===== src/rtl/alu_pkg.sv =====
// ---------------------------------------------------------------------------
// alu_pkg
// Shared definitions for the ALU result path.
//   C_W            : width of an ALU result
//   ACC_W_DEFAULT  : default width of the running-sum accumulator
//   alu_result_t   : signed ALU result, ascending range, bit 0 is the MSB
// ---------------------------------------------------------------------------
package alu_pkg;

    localparam int C_W           = 6;
    localparam int ACC_W_DEFAULT = 12;

    typedef logic signed [0:C_W-1] alu_result_t;

endpackage : alu_pkg


===== src/rtl/alu_sat_acc.sv =====
// ---------------------------------------------------------------------------
// alu_sat_acc
// Saturating signed accumulator with clear and load.
// Ports:
//   clk, rst_n : clock, asynchronous active-low reset
//   clr        : clear request (alone -> 0, with add_en -> load din)
//   add_en     : add din into the running sum this cycle
//   din        : sign-extended addend (ACC_W bits, two's complement)
//   acc        : registered running sum, clamped to the signed ACC_W range
// ---------------------------------------------------------------------------
module alu_sat_acc #(
    parameter int ACC_W = 12
) (
    input  logic             clk,
    input  logic             rst_n,
    input  logic             clr,
    input  logic             add_en,
    input  logic [ACC_W-1:0] din,
    output logic [ACC_W-1:0] acc
);

    logic [ACC_W-1:0] acc_r;
    logic [ACC_W:0]   sum_s;

    // Clamp a one-bit-wider sum back into ACC_W bits. The two top bits differ
    // only when the true result left the representable range; the extra top
    // bit then gives the direction of the overflow.
    function automatic logic [ACC_W-1:0] sat(input logic [ACC_W:0] s);
        logic [ACC_W-1:0] r;
        if (s[ACC_W] != s[ACC_W-1]) begin
            if (s[ACC_W]) begin
                r = {1'b1, {(ACC_W-1){1'b0}}};
            end else begin
                r = {1'b0, {(ACC_W-1){1'b1}}};
            end
        end else begin
            r = s[ACC_W-1:0];
        end
        return r;
    endfunction

    // Sign-extended add: one guard bit catches overflow in either direction.
    assign sum_s = {acc_r[ACC_W-1], acc_r} + {din[ACC_W-1], din};

    // Accumulator register: load wins over add when clear and add coincide.
    always_ff @(posedge clk or negedge rst_n) begin
        if (!rst_n) begin
            acc_r <= {ACC_W{1'b0}};
        end else if (add_en) begin
            if (clr) begin
                acc_r <= din;
            end else begin
                acc_r <= sat(sum_s);
            end
        end else if (clr) begin
            acc_r <= {ACC_W{1'b0}};
        end else begin
            acc_r <= acc_r;
        end
    end

    assign acc = acc_r;

endmodule : alu_sat_acc


===== src/rtl/alu_result_collector.sv =====
// ---------------------------------------------------------------------------
// alu_result_collector
// Captures every ALU result qualified by C_en into a DEPTH-entry FIFO,
// presents the head on a valid/ready stream and keeps a saturating signed
// running sum of every accepted result.
// Ports:
//   clk, rst_n      : clock, asynchronous active-low reset
//   C_en, C         : ALU result strobe and signed result (bit 0 = MSB)
//   out_valid/ready : output handshake; out_data is the FIFO head
//   count           : occupancy 0..DEPTH; full / empty derived from it
//   overflow        : sticky, a result was dropped because the FIFO was full
//   ovf_clr         : clears overflow (a same-cycle drop takes priority)
//   acc_clr         : clears the accumulator (loads C if a push coincides)
//   acc             : saturating signed sum of accepted results
// All outputs come straight from flops; there is no path from C to out_data.
// ---------------------------------------------------------------------------
module alu_result_collector
    import alu_pkg::*;
#(
    parameter int DEPTH = 8,
    parameter int ACC_W = ACC_W_DEFAULT
) (
    input  logic                       clk,
    input  logic                       rst_n,
    input  logic                       C_en,
    input  alu_result_t                C,
    output logic                       out_valid,
    input  logic                       out_ready,
    output alu_result_t                out_data,
    output logic [$clog2(DEPTH):0]     count,
    output logic                       full,
    output logic                       empty,
    output logic                       overflow,
    input  logic                       ovf_clr,
    input  logic                       acc_clr,
    output logic signed [ACC_W-1:0]    acc
);

    localparam int PTR_W = $clog2(DEPTH);
    localparam int CNT_W = PTR_W + 1;

    alu_result_t       mem_r [DEPTH];
    logic [PTR_W-1:0]  rd_ptr_r;
    logic [PTR_W-1:0]  wr_ptr_r;
    logic [CNT_W-1:0]  count_r;
    logic              empty_r;
    logic              full_r;
    logic              valid_r;
    logic              ovf_r;
    alu_result_t       data_r;

    logic              pop_s;
    logic              push_s;
    logic              drop_s;
    logic [PTR_W-1:0]  rd_ptr_next_s;
    logic [CNT_W-1:0]  count_next_s;
    alu_result_t       data_next_s;
    logic [ACC_W-1:0]  c_ext_s;
    logic [ACC_W-1:0]  acc_s;

    // A pop in the same cycle frees the slot, so a full FIFO still accepts.
    assign pop_s         = valid_r && out_ready;
    assign push_s        = C_en && (!full_r || pop_s);
    assign drop_s        = C_en && full_r && !pop_s;
    assign rd_ptr_next_s = rd_ptr_r + PTR_W'(1);

    // C is declared MSB-first, so concatenation keeps C[0] as the sign bit.
    assign c_ext_s = {{(ACC_W-C_W){C[0]}}, C};

    // Next occupancy: simultaneous push and pop leave it unchanged.
    always_comb begin
        count_next_s = count_r;
        case ({push_s, pop_s})
            2'b10:   count_next_s = count_r + CNT_W'(1);
            2'b01:   count_next_s = count_r - CNT_W'(1);
            default: count_next_s = count_r;
        endcase
    end

    // Next head value. out_data is a register, so the entry behind the head
    // is fetched one cycle early; when the FIFO holds at most the head, the
    // incoming result becomes the new head directly.
    always_comb begin
        data_next_s = data_r;
        if (pop_s) begin
            if (count_r == CNT_W'(1)) begin
                if (push_s) begin
                    data_next_s = C;
                end else begin
                    data_next_s = data_r;
                end
            end else begin
                data_next_s = mem_r[rd_ptr_next_s];
            end
        end else if (push_s && empty_r) begin
            data_next_s = C;
        end else begin
            data_next_s = data_r;
        end
    end

    // FIFO storage: contents are intentionally not reset.
    always_ff @(posedge clk) begin
        if (push_s) begin
            mem_r[wr_ptr_r] <= C;
        end
    end

    // Pointers, occupancy, flags, head register and sticky overflow.
    always_ff @(posedge clk or negedge rst_n) begin
        if (!rst_n) begin
            rd_ptr_r <= {PTR_W{1'b0}};
            wr_ptr_r <= {PTR_W{1'b0}};
            count_r  <= {CNT_W{1'b0}};
            empty_r  <= 1'b1;
            full_r   <= 1'b0;
            valid_r  <= 1'b0;
            data_r   <= {C_W{1'b0}};
            ovf_r    <= 1'b0;
        end else begin
            if (push_s) begin
                wr_ptr_r <= wr_ptr_r + PTR_W'(1);
            end
            if (pop_s) begin
                rd_ptr_r <= rd_ptr_next_s;
            end
            count_r <= count_next_s;
            empty_r <= (count_next_s == {CNT_W{1'b0}});
            full_r  <= (count_next_s == CNT_W'(DEPTH));
            valid_r <= (count_next_s != {CNT_W{1'b0}});
            data_r  <= data_next_s;
            // A drop in the same cycle as the clear leaves the flag set.
            if (drop_s) begin
                ovf_r <= 1'b1;
            end else if (ovf_clr) begin
                ovf_r <= 1'b0;
            end else begin
                ovf_r <= ovf_r;
            end
        end
    end

    alu_sat_acc #(
        .ACC_W (ACC_W)
    ) u_sat_acc (
        .clk    (clk),
        .rst_n  (rst_n),
        .clr    (acc_clr),
        .add_en (push_s),
        .din    (c_ext_s),
        .acc    (acc_s)
    );

    assign out_valid = valid_r;
    assign out_data  = data_r;
    assign count     = count_r;
    assign full      = full_r;
    assign empty     = empty_r;
    assign overflow  = ovf_r;
    assign acc       = acc_s;

endmodule : alu_result_collector

===== config.mk =====
export PLATFORM = sky130hd
export DESIGN_NAME = alu_result_collector
export DESIGN_NICKNAME = d
export VERILOG_FILES = /design/src/rtl/alu_pkg.sv /design/src/rtl/alu_sat_acc.sv /design/src/rtl/alu_result_collector.sv
export SDC_FILE = /design/constraint.sdc
export NUM_CORES = 1
export LEC_CHECK = 0
export CORE_MARGIN = 1.5
export CORE_UTILIZATION = 40
export DETAILED_ROUTE_END_ITERATION = 16
export GPL_ROUTABILITY_DRIVEN = 0
export HOLD_SLACK_MARGIN = 0.12
export PLACE_DENSITY = 0.66
export RECOVER_POWER = 100
export REMOVE_ABC_BUFFERS = 1
export SLEW_MARGIN = 20
export SYNTH_ARGS = -nofsm -noshare
export SYNTH_HDL_FRONTEND = slang
export SYNTH_SLANG_ARGS = --single-unit

===== constraint.sdc =====
create_clock -name clk -period 5.4 [get_ports clk]
set_input_delay 0.81 -clock clk [delete_from_list [all_inputs] [get_ports clk]]
set_output_delay 0.81 -clock clk [all_outputs]
set_load 0.01 [all_outputs]

* After elaboration in Yosys (flattened, before gate mapping)
Memory sizes are Yosys's and may differ from the RTL's.
Index checks and enable logic that the tools add are counted.
** Operators by class
- Add/subtract/negate cells :: 5
- Equal/unequal tests :: 6
- Multiplexer cells :: 14
- Reductions and logical operators :: 14
** Operators by type and width (number)
- $mux 12 :: 5
- $mux 6 :: 4
- $add 12x6->13 :: 1
- $pmux 4 s2 :: 1
- $add 3x1->3 const B :: 2
- $reduce_bool 2->1 :: 3
- $logic_and 1x1->1 :: 5
- $add 4x1->4 const B :: 1
- $eq 4x1->1 const B :: 1
- $eq 4x4->1 const B :: 1
- $logic_not 4->1 :: 1
- $mux 1 :: 4
- $reduce_bool 4->1 :: 1
- $sub 4x1->4 const B :: 1
- $ne 3x3->1 const B :: 1
- $eq 2x1->1 const B :: 1
- $eq 2x2->1 const B :: 1
- $logic_not 1->1 :: 2
- $reduce_and 2->1 :: 1
- $logic_or 1x1->1 :: 1
- $ne 1x1->1 :: 1
** Word-level totals
- Register bits after elaboration :: 32
- RAM bits :: 48
- Bits of input ports :: 12
- Output and inout bits :: 26
- Memories :: 1
** Memories
- mem_r :: depth 8, bits a word 6, read ports 1, clocked after memory_dff 0, write ports 1, line alu_result_collector.sv:42 : alu_result_t mem_r [DEPTH];

* Longest topological paths before layout
- Word-level depth :: 6
- Gate-level depth with buffers :: 13
- Depth with buffers taken out :: 11

* By module
A second synthesis with hierarchy kept.
** Second synthesis, totals
- Cells, all modules :: 340
- Area, all modules :: 4206.5 µm²
** By module, submodules not included
- alu_result_collector :: times used 1, cells each 196, area an instance 2986.6 µm², seq. area each 1943.1 µm²
- alu_sat_acc :: times used 1, cells each 144, area an instance 1219.9 µm², seq. area each 300.3 µm²

* Worst setup path before layout
OpenSTA, ideal clock, no wires.
- Kind :: input-to-reg
- From :: in out_ready
- To :: reg valid_r, in the netlist out_valid
- Arrival :: 2747 ps
- Data required time :: 5276 ps
- Setup slack :: 2529 ps
- Cell stages on the path :: 13
- Path buffers :: 2
- Cell sequence :: nand2_1 -> nand2_1 -> nand2_2 -> inv_2 -> buf_2 -> buf_2 -> ha_1 -> inv_1 -> o22ai_1 -> o21ai_0 -> o31ai_1 -> or3_1 -> or2_1
** Between the ends
- Word-level cells in the longest chain between the ends :: 6
- Elaborated cells between the ends (all ways) :: 7
- Classes of those cells :: eq/ne (2); mux (1); reduce/logical (4)
** Ends and longest elaborated chain
- start: declaration :: line alu_result_collector.sv:28 : input logic out_ready,
- $logic_and 1x1->1 * :: line alu_result_collector.sv:62 : assign pop_s = valid_r && out_ready;
- $logic_or 1x1->1 * :: line alu_result_collector.sv:63 : assign push_s = C_en && (!full_r || pop_s);
- $logic_and 1x1->1 * :: line alu_result_collector.sv:63
- named net push_s :: line alu_result_collector.sv:53 : logic push_s;
- $eq 2x1->1 / $eq 2x2->1 (equally long branches) :: line alu_result_collector.sv:73 : case ({push_s, pop_s})
- $pmux 4 s2 * :: line alu_result_collector.sv:73
- named net count_next_s[2] :: line alu_result_collector.sv:56 : logic [CNT_W-1:0] count_next_s;
- $reduce_bool 4->1 * :: line alu_result_collector.sv:130 : valid_r <= (count_next_s != {CNT_W{1'b0}});
- end signal: assignment :: line alu_result_collector.sv:130
- end: declaration :: line alu_result_collector.sv:48 : logic valid_r;
Mark *: on every way through the listed nets, which the timed path passes. The rest lies on a longest branch.
A chain may end at the register's enable or synchronous reset.

* Worst setup path after layout
- From :: in out_ready
- To :: reg valid_r, in the netlist out_valid
** Between the ends
- Word-level cells in the longest chain between the ends :: 6
- Elaborated cells between the ends (all ways) :: 7
- Classes of those cells :: eq/ne (2); mux (1); reduce/logical (4)
** Ends and longest elaborated chain (line)
- $logic_and 1x1->1 * :: alu_result_collector.sv:62
- $logic_or 1x1->1 :: alu_result_collector.sv:63
- $logic_and 1x1->1 :: alu_result_collector.sv:63
- $eq 2x1->1 / $eq 2x2->1 (equally long branches) :: alu_result_collector.sv:73
- $pmux 4 s2 * :: alu_result_collector.sv:73
- named net count_next_s[2] :: alu_result_collector.sv:56
- $reduce_bool 4->1 * :: alu_result_collector.sv:130
Marked as above.

==> results.sh <==
export IMPL_fin_util_pct=48.6
export IMPL_route_detailed_drc=0
export IMPL_drv_cap=1
export IMPL_p_leak_nw=1.79
export IMPL_drt_first_pass_iters=4
export IMPL_cts_htree_levels=3
export IMPL_synth_top_area_share_pct=36.3
export IMPL_ys_ff_latch=80
export IMPL_rows=36
export IMPL_grt_start_max_net_pins=33
export IMPL_post_route_period_util_pct=67.0
export IMPL_criticalPathCategory="in2reg"
export IMPL_overflow=0
export IMPL_finalSetupViolCount=0
export IMPL_postCtsResizedCells=0
export IMPL_fmaxAchievable_mhz=276
export IMPL_power_frac_seq_pct=36.6
export IMPL_yosys_warnings=0
export IMPL_cts_tree="done"
export IMPL_initialDrtViolationCount=104
export IMPL_tightest_slew_ps=1850
export IMPL_hold_buffers=0
export IMPL_track_usage_pct=16.3
export IMPL_drv_slew=33
export IMPL_routed_wl_um=7680
export IMPL_cp_max_fo=20
export IMPL_cts_buffer_depth=2
export IMPL_fill_cells=863
export IMPL_grt_pass1_wl_um=13000
export IMPL_cts_root_buf="clkbuf_8"
export IMPL_hold_class="reg2reg"
export IMPL_final_cells=486
export IMPL_setup_tns_ps=0
export IMPL_syn_avg_cell_area_um2=13.0
export IMPL_die_area_um2=10500
export IMPL_die_h_um=103
export IMPL_synthCells=306
export IMPL_core_area_um2=9680
export IMPL_numPortBuffers=37
export IMPL_cts_sinks=80
export IMPL_startpoint="out_ready"
export IMPL_crit_path_start_kind="primary input"
export IMPL_peakVddDrop_uv=209
export IMPL_crit_chain="dlygate4sd3_1 > nand2_1 > nand2_1 > nand2_1 > inv_1 > ha_1 > inv_1 > o22ai_1 > o21ai_0 > o31ai_1 > or3_1 > or2_1"
export IMPL_finalHoldViolations=0
export IMPL_synth_area_leaders="edfxtp_1 36%, dfrtp_1 20%, mux4_2 6.8%, ha_1 6.0%, a21oi_1 3.9%"
export IMPL_drive_gt1_share_pct=11.6
export IMPL_critPathCaptureType="flip-flop"
export IMPL_nets=380
export IMPL_min_from="rd_ptr_r[2]"
export IMPL_rr_startpoint="out_valid"
export IMPL_cpPeakStageDelay_ps=530
export IMPL_grt_pass1_vias=2624
export IMPL_dp_cells=470
export IMPL_clkPwrFrac_pct=19.9
export IMPL_outcome="finished, violations left"
export IMPL_power_total_mw=2.60
export IMPL_clk_pin_slew_ps=80
export IMPL_ys_seq_area_share_pct=56.6
export IMPL_ys_async_sr_fraction_pct=40.0
export IMPL_ys_flop_type="edfxtp_1"
export IMPL_initial_core_util_pct=41.0
export IMPL_dp_final_hpwl_um=5470
export IMPL_ys_types=54
export IMPL_p_sw_uw=928
export IMPL_power_internal_mw=1.67
export IMPL_fin_crit_ps=3620
export IMPL_io_pins=38
export IMPL_hold_worst_slack_ps=491
export IMPL_multiInputGateArea_um2=1630
export IMPL_antenna_found_initial=0
export IMPL_required_ps=5640
export IMPL_crit_slowest_cell="dlygate4sd3_1"
export IMPL_diodes=0
export IMPL_worstPathArrival_ps=3860
export IMPL_vias_per_cell=5.22
export IMPL_netSwitchingFraction_pct=35.7
export IMPL_clkLatencyLatePin_ps=350
export IMPL_numCtsBuffers=9
export IMPL_final_seq_area_um2=2240
export IMPL_ant_nets=0
export IMPL_power_density_nw_per_um2=552
export IMPL_pwr_share_comb_pct=43.5
export IMPL_synthToLayoutAreaGrowth_pct=18.7
export IMPL_slew_headroom_pct=-23.7
export IMPL_grt_setup_unrepaired="false"
export IMPL_synth_edf_count=48
export IMPL_post_drt_wl_per_cell_um=15.8
export IMPL_cpMostUsedCell="nand2_1"
export IMPL_fp_dieW_um=103
export IMPL_synth_largest_area_cell="edfxtp_1"
export IMPL_num_vias=2538
export IMPL_finClkSkew_ps=12.9
export IMPL_post_cts_buffers=0
export IMPL_synth_area_um2=3970
export IMPL_violations="capacitance limit, slew limit"
-- power groups by stage --
stage | clock network, mW | registers [mW] | logic [mW]
after global placement | 0 | 0.965 | 1.17
after detailed placement | 0 | 0.972 | 1.19
final | 0.519 | 0.951 | 1.13
after floorplan | 0 | 0.978 | 0.793
after CTS | 0.527 | 0.958 | 1.19
after global routing | 0.557 | 0.979 | 1.26
-- per-stage QoR --
stage	setup slack (ps)	area, um^2
6_report	1780	4710
5_1_grt	1510	4710
4_1_cts	2090	4730
3_5_place_dp	1720	4480
3_3_place_gp	1810	4480
2_1_floorplan	2680	3930
-- flip-flops by register name, indices dropped and copies added, names as in the netlist --
| register | count |
|---|---|
| overflow | 1 |
| rd_ptr_r | 3 |
| count | 4 |
| mem_r | 48 |
| out_valid | 1 |
| out_data | 6 |
| u_sat_acc.acc | 12 |
| empty | 1 |
| full | 1 |
| wr_ptr_r | 3 |
-- worst max-delay path: cells and delay by family --
kind | cells | cell delay [ps]
buffers and inverters | 3 | 1030
adders and majority gates | 1 | 420
AOI/OAI and AO/OA | 3 | 340
and+or+nand+nor | 5 | 1240
-- cells in the final DEF, fill, tap and decap left out, types with 4 or more instances in the layout --
cell / Yosys / final
ha_1: 19 / 19
o21ai_0: 7 / 7
dfrtp_1: 31 / 31
a21o_1: 4 / 4
nor3_1: 6 / 6
inv_1: 11 / 12
nand3_1: 3 / 4
nand2_1: 17 / 18
mux2_2: 7 / 7
a21oi_1: 31 / 31
xor2_1: 8 / 8
xnor2_1: 6 / 6
nor2_1: 31 / 31
clkbuf_8: 0 / 9
dlygate4sd3_1: 0 / 34
clkbuf_1: 4 / 4
mux2i_1: 7 / 7
edfxtp_1: 48 / 48
o311ai_0: 0 / 6
mux4_2: 12 / 12
-- cell families after synthesis --
kind of cell	synth area share [%]
AO/OA/AOI/OAI	12.3
XOR/XNOR	3.09
adder cells (fa/ha/maj)	6.50
buffers and inverters	1.99
flip-flops	56.6
multiplexers	10.6
AND/OR/NAND/NOR	8.96
-- cells in the mapped netlist, drive strengths merged (5+ instances only) --
| cell | n |
|---|---|
| nand2 | 18 |
| mux2 | 7 |
| mux4 | 12 |
| xnor2 | 6 |
| ha | 19 |
| a211oi | 5 |
| nor2 | 31 |
| nor3 | 6 |
| xor2 | 8 |
| a21oi | 32 |
| edfxtp | 48 |
| o21ai | 10 |
| mux2i | 7 |
| o311ai | 6 |
| dfrtp | 31 |
| inv | 12 |
-- per-layer routing --
metal	track usage [%]	vias up	share of wire [%]
met2	26.9	40	49
li1	-	1246	-
met1	21.3	1245	46
met4	6.01	0	1.3
met5	0	-	0
met3	3.53	7	3.1
-- final cells by class --
cell class	instances	area share, %
inverter	12	0.956
multi-input combinational	206	34.6
clock inverter	2	0.824
clock buffer	14	4.38
tap	133	3.53
timing repair buffer	39	8.02
sequential	80	47.6
-- worst paths after layout --
kind                                     to  slack [ps]  depth (start not counted)
min                             rd_ptr_r[2]         490                          1
max reg2reg                       out_valid        2400                         11
max                               out_valid        1780                         12
min in group asynchronous  u_sat_acc.acc[5]        1500                          2
min reg2reg                     rd_ptr_r[2]         490                          1
max in group asynchronous  u_sat_acc.acc[0]        2830                          2
(Power assumes the default switching activity.)
